===== src/rtl/enigma_pkg.sv =====
// Shared types and constants for the Enigma rotor-position controller.
package enigma_pkg;

  localparam int ALPHA_SIZE  = 26;
  localparam int NOTCH_M_DEF = 4;   // rotor II turnover at 'E'
  localparam int NOTCH_R_DEF = 21;  // rotor III turnover at 'V'

  typedef logic [7:0] letter_t;

  typedef enum logic [1:0] {
    IDLE = 2'd0,
    STEP = 2'd1,
    OUT  = 2'd2
  } stepper_state_e;

endpackage


===== src/rtl/rotor_counter.sv =====
// One rotor position: register, shared 8-bit incrementer, wrap at ALPHA,
// notch compare and out-of-range detection on the load value.

// Team 8-bit incrementer.
module inc8 (
  input  logic [7:0] a_i,
  output logic [7:0] y_o
);
  assign y_o = a_i + 8'd1;
endmodule

module rotor_counter
  import enigma_pkg::*;
#(
  parameter int ALPHA = ALPHA_SIZE,
  parameter int NOTCH = 0
) (
  input  logic    clk,
  input  logic    rst_n,
  input  logic    load_i,
  input  letter_t load_val_i,
  input  logic    step_en_i,
  output letter_t pos_o,
  output logic    notch_o,
  output logic    oor_o
);

  localparam letter_t ALPHA_L = letter_t'(ALPHA);
  localparam letter_t NOTCH_L = letter_t'(NOTCH);

  letter_t pos_q;
  letter_t pos_d;
  letter_t inc;
  letter_t wrapped;

  inc8 u_inc (
    .a_i(pos_q),
    .y_o(inc)
  );

  // pos_q never exceeds ALPHA-1, so the incremented value tops out at ALPHA.
  assign wrapped = (inc == ALPHA_L) ? '0 : inc;
  assign oor_o   = (load_val_i >= ALPHA_L);
  assign notch_o = (pos_q == NOTCH_L);
  assign pos_o   = pos_q;

  // Next position: load has priority over stepping; bad load values become 0.
  always_comb begin
    pos_d = pos_q;
    if (load_i) begin
      pos_d = oor_o ? '0 : load_val_i;
    end else if (step_en_i) begin
      pos_d = wrapped;
    end
  end

  // Position register.
  always_ff @(posedge clk or negedge rst_n) begin
    if (!rst_n) begin
      pos_q <= '0;
    end else begin
      pos_q <= pos_d;
    end
  end

endmodule


===== src/rtl/rotor_stepper.sv =====
// Three-rotor Enigma stepping controller with valid/ready handshakes on the
// keypress input and the position output. Implements the middle-rotor
// double step.
module rotor_stepper
  import enigma_pkg::*;
#(
  parameter int ALPHA   = ALPHA_SIZE,
  parameter int NOTCH_M = NOTCH_M_DEF,
  parameter int NOTCH_R = NOTCH_R_DEF
) (
  input  logic       clk,
  input  logic       rst_n,
  input  logic       load,
  input  logic [7:0] load_pos_l,
  input  logic [7:0] load_pos_m,
  input  logic [7:0] load_pos_r,
  input  logic       step_valid,
  output logic       step_ready,
  output logic       pos_valid,
  input  logic       pos_ready,
  output logic [7:0] pos_l,
  output logic [7:0] pos_m,
  output logic [7:0] pos_r,
  output logic       err
);

  stepper_state_e state_q;
  stepper_state_e state_d;
  logic           err_q;
  logic           err_d;

  logic load_en;
  logic stepping;
  logic en_l, en_m, en_r;
  logic notch_m, notch_r, notch_l_unused;
  logic oor_l, oor_m, oor_r;

  // Loads are only honoured while idle; the step is applied during STEP.
  assign load_en  = load && (state_q == IDLE);
  assign stepping = (state_q == STEP);

  // Right always steps; middle steps on right notch or its own notch
  // (double step); left steps when the middle sits on its notch.
  assign en_r = stepping;
  assign en_m = stepping && (notch_r || notch_m);
  assign en_l = stepping && notch_m;

  rotor_counter #(.ALPHA(ALPHA), .NOTCH(0)) u_left (
    .clk       (clk),
    .rst_n     (rst_n),
    .load_i    (load_en),
    .load_val_i(load_pos_l),
    .step_en_i (en_l),
    .pos_o     (pos_l),
    .notch_o   (notch_l_unused),
    .oor_o     (oor_l)
  );

  rotor_counter #(.ALPHA(ALPHA), .NOTCH(NOTCH_M)) u_middle (
    .clk       (clk),
    .rst_n     (rst_n),
    .load_i    (load_en),
    .load_val_i(load_pos_m),
    .step_en_i (en_m),
    .pos_o     (pos_m),
    .notch_o   (notch_m),
    .oor_o     (oor_m)
  );

  rotor_counter #(.ALPHA(ALPHA), .NOTCH(NOTCH_R)) u_right (
    .clk       (clk),
    .rst_n     (rst_n),
    .load_i    (load_en),
    .load_val_i(load_pos_r),
    .step_en_i (en_r),
    .pos_o     (pos_r),
    .notch_o   (notch_r),
    .oor_o     (oor_r)
  );

  // Sticky error: any out-of-range field in an honoured load.
  assign err_d = err_q | (load_en & (oor_l | oor_m | oor_r));
  assign err   = err_q;

  // State and error flag registers.
  always_ff @(posedge clk or negedge rst_n) begin
    if (!rst_n) begin
      state_q <= IDLE;
      err_q   <= 1'b0;
    end else begin
      state_q <= state_d;
      err_q   <= err_d;
    end
  end

  // Next-state: accept a keypress, step for one cycle, hold until consumed.
  always_comb begin
    state_d = state_q;
    case (state_q)
      IDLE:    if (step_valid && step_ready) state_d = STEP;
      STEP:    state_d = OUT;
      OUT:     if (pos_ready) state_d = IDLE;
      default: state_d = IDLE;
    endcase
  end

  // Handshake outputs; a concurrent load blocks keypress acceptance.
  always_comb begin
    step_ready = (state_q == IDLE) && !load;
    pos_valid  = (state_q == OUT);
  end

endmodule


===== config.mk =====
export PLATFORM = sky130hd
export DESIGN_NAME = rotor_stepper
export DESIGN_NICKNAME = d
export VERILOG_FILES = /design/src/rtl/enigma_pkg.sv /design/src/rtl/rotor_counter.sv /design/src/rtl/rotor_stepper.sv
export SDC_FILE = /design/constraint.sdc
export NUM_CORES = 1
export LEC_CHECK = 0
export ABC_AREA = 1
export CAP_MARGIN = 10
export CORE_ASPECT_RATIO = 0.75
export CORE_MARGIN = 1.5
export CORE_UTILIZATION = 50
export CTS_BUF_LIST = sky130_fd_sc_hd__clkbuf_8 sky130_fd_sc_hd__clkbuf_16
export DETAILED_ROUTE_END_ITERATION = 8
export PLACE_DENSITY = 0.81
export SLEW_MARGIN = 20
export SYNTH_ARGS = -nofsm -noshare
export SYNTH_HDL_FRONTEND = slang
export SYNTH_SLANG_ARGS = --single-unit

===== constraint.sdc =====
create_clock -name clk -period 1.9 [get_ports clk]
set_input_delay 0.38 -clock clk [delete_from_list [all_inputs] [get_ports clk]]
set_output_delay 0.38 -clock clk [all_outputs]
set_load 0.01 [all_outputs]

==> metrics.md, run 1 <==
| Metric | Value |
|---|---|
| YS warnings | `0` |
| First-pass GRT wire length | `8830 microns` |
| Main synth FF type | `dfrtp_1` |
| Outcome | `finished clean` |
| CP Data Arrival Time | `around 1500 ps` |
| WS Path Type | `reg2out` |
| Peak supply drop | `612 uV` |
| CP cell instances | `clkdlybuf4s50_1` |
| Pwr Density | `~1100 mW/mm^2` |
| IO Pins | `56` |
| Clock-pin slew on the worst setup and hold paths | `~100 ps` |
| Max-cap check violation count | `0` |
| DRT iter0 DRCs | `between 100 and 150` |
| Worst-Margin Slew | `about 370 ps` |
| Synth Area per Inst | `~7 sq um` |
| Area contributors post-synth | `dfrtp_1 (31%), nand2_1 (15%), nand3_1 (7.9%)` |
| Drt drc | `0` |
| RSZ-0062 raised after global routing | `false` |
| Hold-fix buffer count after cts | `0` |
| Max frequency | `roughly 0.55 GHz` |
| CP Max Fanout | `9` |
| CP endpoint kind | `output port` |
| Ys async rst share | `1.00` |
| All-Layer GR Usage | `0.234` |
| Total Wirelength | `between 5000 and 6000 microns` |
| Clock Path Buffers | `2` |
| Placer congestion estimate | `just under 0.9` |
| Pins Over Slew Limit | `0` |
| Core area | `0.00415 sq mm` |
| Total Power | `3080 uW` |
| N_diodes | `0` |
| Final setup violation count | `0` |
| R2R setup slack | `roughly 210 ps` |
| Die X | `roughly 80 microns` |
| Final #Nets | `approximately 420` |
| Max H-tree Level | `1` |
| Post-synth EDFFs | `0` |
| Synthesis-to-layout area growth | `29.0%` |
| Area share of the largest cell type after synthesis | `0.305` |
| Crit-path slowest cell | `clkdlybuf4s50_1` |
| Cell area after synthesis | `0.00221 sq mm` |
| Overflow after GRT | `0` |
| IO buf count | `55` |
| Row count | `20` |
| CP top delay family | `buffers and inverters` |
| Unique masters post-synth | `36` |
| TritonCTS Buffers | `3` |
| Die footprint | `0.00484 sq mm` |
| Worst Skew | `between 8 and 9 ps` |
| Antenna viol nets, final | `0` |
| Worst hold margin | `between 400 and 500 ps` |
| Pre-antenna DRT Iters | `4` |
| Slew headroom | `0.755` |
| Sink Count | `27` |
| Routed len/inst | `around 12 microns` |
| Starting Density | `0.533` |
| Pleak | `~0.0014 uW` |
| Largest net degree at the start of global routing | `28` |
| Vias | `between 2000 and 2500` |
| Vias/cell | `about 5.2` |
| Vias in the first global route | `around 2000` |
| Register area share after synthesis | `0.305` |
| CP peak stage delay | `630 ps` |
| Tightest Hold Check Type | `in2async` |
| Reg2reg start | `u_middle.pos_o[0]` |
| CP startpoint kind | `flop` |
| Synth Register Bits | `27` |
| Reg2reg end | `u_middle.pos_o[3]` |
| Fin crit period | `between 1500 and 2000 ps` |
| Clock root cell | `clkbuf_8` |
| Syn nets | `between 300 and 400` |
| Dominant cell type by area after synthesis | `dfrtp_1` |
| Top-count cell post-synth | `nand2_1` |
| Skew-Pair Late Insertion Delay | `between 200 and 300 ps` |
| Worst path bufs/invs | `1` |
| Beginning of the critical path | `u_middle.pos_o[3]` |
| Final HPWL DP | `3970 microns` |
| Gate Count Post-Synth | `roughly 320` |
| Hold Vio Cnt, Final | `0` |
| Die H | `60.6 microns` |
| R2R cell count | `8` |
| Initial antenna violation count | `0` |
| Most frequent cells after synthesis | `nand2_1 (87), inv_1 (42), nand3_1 (35), nor2_1 (35), dfrtp_1 (27)` |
| Critical Path RT | `1520 ps` |
| Fraction of layout cells with a size suffix above 1 | `0.124` |
| CTS tree | `built` |
| Period utilization | `0.963` |
timing repair:
item / 4_1_cts / 5_1_grt
buffers inserted: 0 / 1
cloned: 0 / 0
endpoints found under the setup margin: 2 / 2
resized for setup: 3 / 1
worst max path at each step:
stage	endpoint	cells past startpoint
after global placement	step_ready	3
after CTS	pos_valid	3
after global routing	pos_r[2]	1
after detailed placement	step_ready	3
after floorplan	u_middle.pos_o[5]	9
final	pos_m[3]	1
per-layer routing:
layer | track usage | wire (microns) | vias to the layer above
met5 | 0 | 0 | -
met4 | 0.0369 | 13 | 0
met3 | 0.0436 | 323 | 2
met2 | 0.387 | 2360 | 66
met1 | 0.331 | 2540 | 1046
li1 | - | - | 1144
logic make-up (layout without fill, tap and decap cells):
| family | count (synthesis) | in the layout | synth area share |
|---|---|---|---|
| xor+xnor | 1 | 1 | 0.00396 |
| buf+inv | 57 | 114 | 0.125 |
| simple gates | 187 | 187 | 0.398 |
| compound gates | 44 | 44 | 0.128 |
| fa+ha+maj | 7 | 7 | 0.0395 |
| flops | 27 | 27 | 0.305 |
stage by stage:
| stage | util | area [sq um] | setup slack, ps | TNS [ps] | cells |
|---|---|---|---|---|---|
| 2_1_floorplan | - | 2210 | 415 | 0 | 323 |
| 3_3_place_gp | 0.673 | 2800 | 1.95 | 0 | 430 |
| 3_5_place_dp | 0.673 | 2800 | -60.3 | -61.7 | 430 |
| 4_1_cts | 0.686 | 2850 | 42.4 | 0 | 434 |
| 5_1_grt | 0.688 | 2860 | 34.2 | 0 | 435 |
| 6_report | 0.688 | 2860 | 69.8 | 0 | 435 |
placed cells by master (no fill, tap or decap), types with 4 or more instances in the layout:
cell	netlist	routed
nor2_1	35	35
a21oi_1	8	8
nand3_2	4	4
a21oi_2	6	6
inv_1	42	43
nor3_1	5	4
dfrtp_1	27	25
nand3_1	35	35
ha_1	7	7
o21ai_2	4	4
a21boi_1	4	4
nand4_1	5	5
o21ai_0	15	15
nor3_2	3	4
buf_4	2	6
clkdlybuf4s50_1	0	54
nand2_1	87	87
inv_2	5	5
area by class of cell:
class,count,area [sq um]
inverter,48,183
multi-input combinational,239,1270
clock buffer,3,41.3
fill,374,1300
clock inverter,1,3.75
timing repair buffer,62,614
sequential,27,678
tap,55,68.8
flip-flops by register name, summed over array words and instances (netlist names):
register,flops
u_left.pos_o,8
u_middle.pos_o,8
u_right.pos_o,8
state_q,2
err,1
power breakdown:
part | switching, uW | total (uW) | internal, uW
sequential | 320 | 1060 | 741
combinational | 879 | 1670 | 792
clock | 197 | 343 | 146
total | 1400 | 3080 | 1680
(Power assumes the default switching activity.)
==> run 2: changes to the inputs <==
--- a/config.mk
+++ b/config.mk
@@ -6,13 +6,14 @@
 export NUM_CORES = 1
 export LEC_CHECK = 0
 export ABC_AREA = 1
-export CAP_MARGIN = 10
+export CAP_MARGIN = 30
 export CORE_ASPECT_RATIO = 0.75
 export CORE_MARGIN = 1.5
 export CORE_UTILIZATION = 50
 export CTS_BUF_LIST = sky130_fd_sc_hd__clkbuf_8 sky130_fd_sc_hd__clkbuf_16
 export DETAILED_ROUTE_END_ITERATION = 8
 export PLACE_DENSITY = 0.81
+export RECOVER_POWER = 100
 export SLEW_MARGIN = 20
 export SYNTH_ARGS = -nofsm -noshare
 export SYNTH_HDL_FRONTEND = slang
==> metrics.md, run 2 (synthesis results as in run 1) <==
| Metric | Value |
|---|---|
| Outcome | `finished clean` |
| Pwr Density | `between 1000 and 1500 mW/mm^2` |
| Period utilization | `0.961` |
| Placed inst area | `0.00280 sq mm` |
| Final Util | `0.675` |
| Total Power | `2960 uW` |
| CP cell instances | `clkdlybuf4s50_1` |
| RSZ-0062 raised after global routing | `false` |
| Pins Over Slew Limit | `0` |
| Slew headroom | `0.515` |
| Fraction of layout cells with a size suffix above 1 | `0.0974` |
| TritonCTS Buffers | `3` |
| Drt drc | `0` |
| Synthesis-to-layout area growth | `26.6%` |
| Starting Density | `0.533` |
| Fillers | `between 300 and 400` |
| Peak supply drop | `580 uV` |
| Sink Count | `27` |
| Internal power | `between 1500 and 2000 uW` |
| CP startpoint kind | `flop` |
| CP endpoint kind | `output port` |
| CP Max Fanout | `9` |
| Clock-pin slew on the worst setup and hold paths | `100 ps` |
| Row count | `20` |
| Commonest non-fill, non-tap cell in the layout | `nand2_1` |
| Vias/cell | `between 5 and 6` |
| Antenna viol nets, final | `0` |
| DRT iter0 DRCs | `111` |
| Pre-antenna DRT Iters | `4` |
| CTS tree | `built` |
| Placer congestion estimate | `roughly 0.89` |
| Vias | `between 2000 and 2500` |
| Clk pwr share | `0.116` |
| Routed len/inst | `12.1 microns` |
| Final #Nets | `about 420` |
| Core area | `a little over 0.004 sq mm` |
| Die footprint | `between 0.004 and 0.005 sq mm` |
| Clock root cell | `clkbuf_8` |
| Hold Vio Cnt, Final | `0` |
| Die X | `79.9 microns` |
| Comb pwr share | `0.529` |
| Switch share | `0.458` |
| Overflow after GRT | `0` |
| All-Layer GR Usage | `0.234` |
| Initial antenna violation count | `0` |
| Worst path bufs/invs | `1` |
| Critical Path RT | `1520 ps` |
| Worst Skew | `between 3 and 4 ps` |
| IO buf count | `55` |
| Switch Pwr | `about 1400 uW` |
| CP Data Arrival Time | `1450 ps` |
| Fin crit period | `between 1500 and 2000 ps` |
| Final HPWL DP | `a little under 4000 microns` |
| WS Path Type | `reg2out` |
| CP peak stage delay | `630 ps` |
| Finished Cell Area | `approximately 0.0028 sq mm` |
| Die H | `approximately 61 microns` |
| N_diodes | `0` |
| IO Pins | `56` |
| Sequential share of power | `0.355` |
| Max-cap check violation count | `0` |
| Hold-fix buffer count after cts | `0` |
| Max frequency | `roughly 0.55 GHz` |
| CP top delay family | `buffers and inverters` |
| Worst hold margin | `a little under 500 ps` |
| Area occupied by multi-input gates | `~0.0012 sq mm` |
| Largest net degree at the start of global routing | `28` |
| Crit-path slowest cell | `clkdlybuf4s50_1` |
| Most frequent cells in the layout | `nand2_1 (87), inv_1 (43), nand3_1 (37), nor2_1 (36), clkdlybuf4s50_1 (31)` |
| Pleak | `about 0.0014 uW` |
| Final setup violation count | `0` |
| Worst-Margin Slew | `728 ps` |
| Max H-tree Level | `1` |
| Total Wirelength | `around 5300 microns` |
| First-pass GRT wire length | `slightly below 9000 microns` |
| Vias in the first global route | `between 1500 and 2000` |
| Skew-Pair Late Insertion Delay | `280 ps` |
| Clock Path Buffers | `2` |
| Tightest Hold Check Type | `reg2reg` |
| Reg area | `between 600 and 700 sq um` |
[run 2: cell count changes in the layout (fill, tap and decap cells not counted), moves of 3 or more]
cell and change:
a21boi_0 +3, a21boi_1 -3, a21oi_1 +4, a21oi_2 -4, clkdlybuf4s50_1 -23, dlygate4sd3_1 +23
[run 2: metrics by stage]
| step | instances | setup TNS (ps) | setup WS [ps] |
|---|---|---|---|
| after global placement | 430 | 0 | 1.95 |
| after floorplan | 323 | 0 | 415 |
| final | 435 | 0 | 73.3 |
| after global routing | 435 | 0 | 34.2 |
| after CTS | 434 | 0 | 42.4 |
| after detailed placement | 430 | -61.7 | -60.3 |
[run 2: final cells by class]
type                            count  area share
Clock buffer                        3      0.0147
Clock inverter                      1     0.00134
Multi-Input combinational cell    239       0.434
Tap cell                           55      0.0245
Sequential cell                    27       0.242
Timing Repair Buffer               62       0.218
Inverter                           48      0.0651
[run 2: path summary, 6_finish.rpt]
check,to,depth (start not counted),slack (ps),start
worst max-delay path,pos_m[3],1,70,u_middle.pos_o[3]
worst min-delay path,err,1,480,err
worst max register to register,u_middle.pos_o[3],8,200,u_middle.pos_o[0]
worst min register to register,err,1,480,err
max in group asynchronous,state_q[1],2,720,rst_n
min in group asynchronous,u_right.pos_o[1],2,670,rst_n
[run 2: timing repair]
action / CTS / global route
buffers inserted: 0 / 1
gates resized for setup: 3 / 1
setup endpoints to repair: 2 / 2
[run 2: layer usage]
metal  up-vias  wire length [microns]  track usage
met5         -                      0            0
li1       1143                      -            -
met4         0                     13       0.0369
met1      1031                   2580        0.331
met2        78                   2330        0.387
met3         2                    352       0.0436
[run 2: power by group through the flow]
stage | clock network, uW | logic [uW] | registers, uW
floorplan | 0 | 1090 | 1050
global placement | 0 | 1620 | 1060
detailed placement | 0 | 1660 | 1060
CTS | 351 | 1670 | 1060
global route | 372 | 1790 | 1090
finish | 342 | 1570 | 1050
==> run 3: changes to the inputs <==
--- a/config.mk
+++ b/config.mk
@@ -12,7 +12,7 @@
 export CORE_UTILIZATION = 50
 export CTS_BUF_LIST = sky130_fd_sc_hd__clkbuf_8 sky130_fd_sc_hd__clkbuf_16
 export DETAILED_ROUTE_END_ITERATION = 8
-export PLACE_DENSITY = 0.81
+export PLACE_DENSITY_LB_ADDON = 0.12
 export RECOVER_POWER = 100
 export SLEW_MARGIN = 20
 export SYNTH_ARGS = -nofsm -noshare
==> metrics.md, run 3 (synthesis results as in run 1) <==
| Metric | Value |
|---|---|
| Final setup violation count | `0` |
| Largest net degree at the start of global routing | `28` |
| Fraction of layout cells with a size suffix above 1 | `0.0873` |
| Vias/cell | `5.15` |
| First-pass GRT wire length | `approximately 8800 microns` |
| Placer congestion estimate | `about 0.84` |
| Pins Over Slew Limit | `0` |
| RSZ-0062 raised after global routing | `false` |
| WS Path Type | `reg2out` |
| CP cell instances | `clkdlybuf4s50_1` |
| CP peak stage delay | `between 600 and 700 ps` |
| Fin crit period | `around 1800 ps` |
| IO Pins | `56` |
| Most frequent cells in the layout | `nand2_1 (87), inv_1 (44), nor2_1 (36), nand3_1 (36), clkdlybuf4s50_1 (31)` |
| Total Wirelength | `approximately 5200 microns` |
| Period utilization | `0.962` |
| Starting Density | `0.533` |
| Overflow after GRT | `0` |
| TritonCTS Buffers | `3` |
| Final Util | `0.673` |
| Die X | `about 80 microns` |
| Final HPWL DP | `3950 microns` |
| CP top delay family | `buffers and inverters` |
| Sink Count | `27` |
| Peak supply drop | `around 730 uV` |
| Drt drc | `0` |
| Outcome | `finished clean` |
| CTS tree | `built` |
| Vias in the first global route | `1980` |
| Commonest non-fill, non-tap cell in the layout | `nand2_1` |
| All-Layer GR Usage | `0.235` |
| Worst-Margin Slew | `710 ps` |
| CP startpoint kind | `flop` |
| Die footprint | `roughly 0.0048 sq mm` |
| Die H | `about 60 microns` |
| Hold-fix buffer count after cts | `0` |
| Crit-path slowest cell | `clkdlybuf4s50_1` |
| Slew headroom | `0.526` |
| Critical Path RT | `1520 ps` |
| N_diodes | `0` |
| IO buf count | `55` |
| Max-cap check violation count | `0` |
| Synthesis-to-layout area growth | `26.3%` |
| Pwr Density | `between 1000 and 1500 mW/mm^2` |
| CP Max Fanout | `9` |
| DRT iter0 DRCs | `~110` |
| Max H-tree Level | `1` |
| Setup TNS Final | `0 ps` |
| Routed len/inst | `12.1 microns` |
| Worst path bufs/invs | `1` |
| Core area | `a little over 0.004 sq mm` |
| Initial antenna violation count | `0` |
| Antenna viol nets, final | `0` |
| Setup Fix Bufs, Post-CTS | `0` |
| Hold Vio Cnt, Final | `0` |
| Row count | `20` |
| Pleak | `around 0.0014 uW` |
| Tightest Hold Check Type | `reg2reg` |
| CP Data Arrival Time | `~1500 ps` |
| CP endpoint kind | `output port` |
| Final #Nets | `slightly above 400` |
| Skew-Pair Late Insertion Delay | `roughly 280 ps` |
| Pre-antenna DRT Iters | `4` |
| Clock-pin slew on the worst setup and hold paths | `roughly 90 ps` |
| Worst Skew | `between 5 and 6 ps` |
| Max frequency | `roughly 0.55 GHz` |
| Vias | `roughly 2200` |
| Clock Path Buffers | `2` |
| Clock root cell | `clkbuf_8` |
[run 3: power breakdown]
part | internal [uW] | switching [uW]
combinational | 721 | 838
sequential | 738 | 320
clock | 148 | 197
[run 3: metal layers]
metal / part of all wire / GRT usage / up-vias
met5: 0 / 0 / -
met4: 0.017 / 0.0665 / 0
met3: 0.073 / 0.0526 / 13
met2: 0.43 / 0.387 / 90
met1: 0.48 / 0.317 / 988
li1: - / - / 1139
[run 3: repair_timing]
action / CTS / global route
gates resized for setup: 2 / 1
hold endpoints to repair: 0 / 0
setup endpoints to repair: 2 / 1
pin swaps: 0 / 0
[run 3: path summary, 6_finish.rpt]
kind,start,to,slack (ps),depth (start not counted)
min in group asynchronous,rst_n,u_right.pos_o[7],670,2
min reg2reg,err,err,470,1
max in group asynchronous,rst_n,u_right.pos_o[4],780,2
max reg2reg,state_q[1],u_right.pos_o[4],230,8
max,u_middle.pos_o[3],pos_m[3],70,1
min,err,err,470,1
[run 3: layout make-up]
| cell class | instances | area, sq um |
|---|---|---|
| Fill cell | 392 | 1360 |
| Timing Repair Buffer | 60 | 597 |
| Tap cell | 55 | 68.8 |
| Inverter | 48 | 183 |
| Clock buffer | 3 | 41.3 |
| Clock inverter | 1 | 5.00 |
| Multi-Input combinational cell | 239 | 1230 |
| Sequential cell | 27 | 676 |
[run 3: metrics by stage]
stage | std cells | instance area, sq um | total power [uW] | hold slack [ps] | setup WS (ps)
floorplan | 323 | 2210 | 2140 | 84.4 | 415
global placement | 429 | 2790 | 2680 | 438 | 3.81
detailed placement | 429 | 2790 | 2710 | 453 | -37.6
CTS | 433 | 2840 | 3060 | 481 | 24.0
global route | 433 | 2800 | 3240 | 507 | 22.6
finish | 433 | 2800 | 2960 | 469 | 71.8
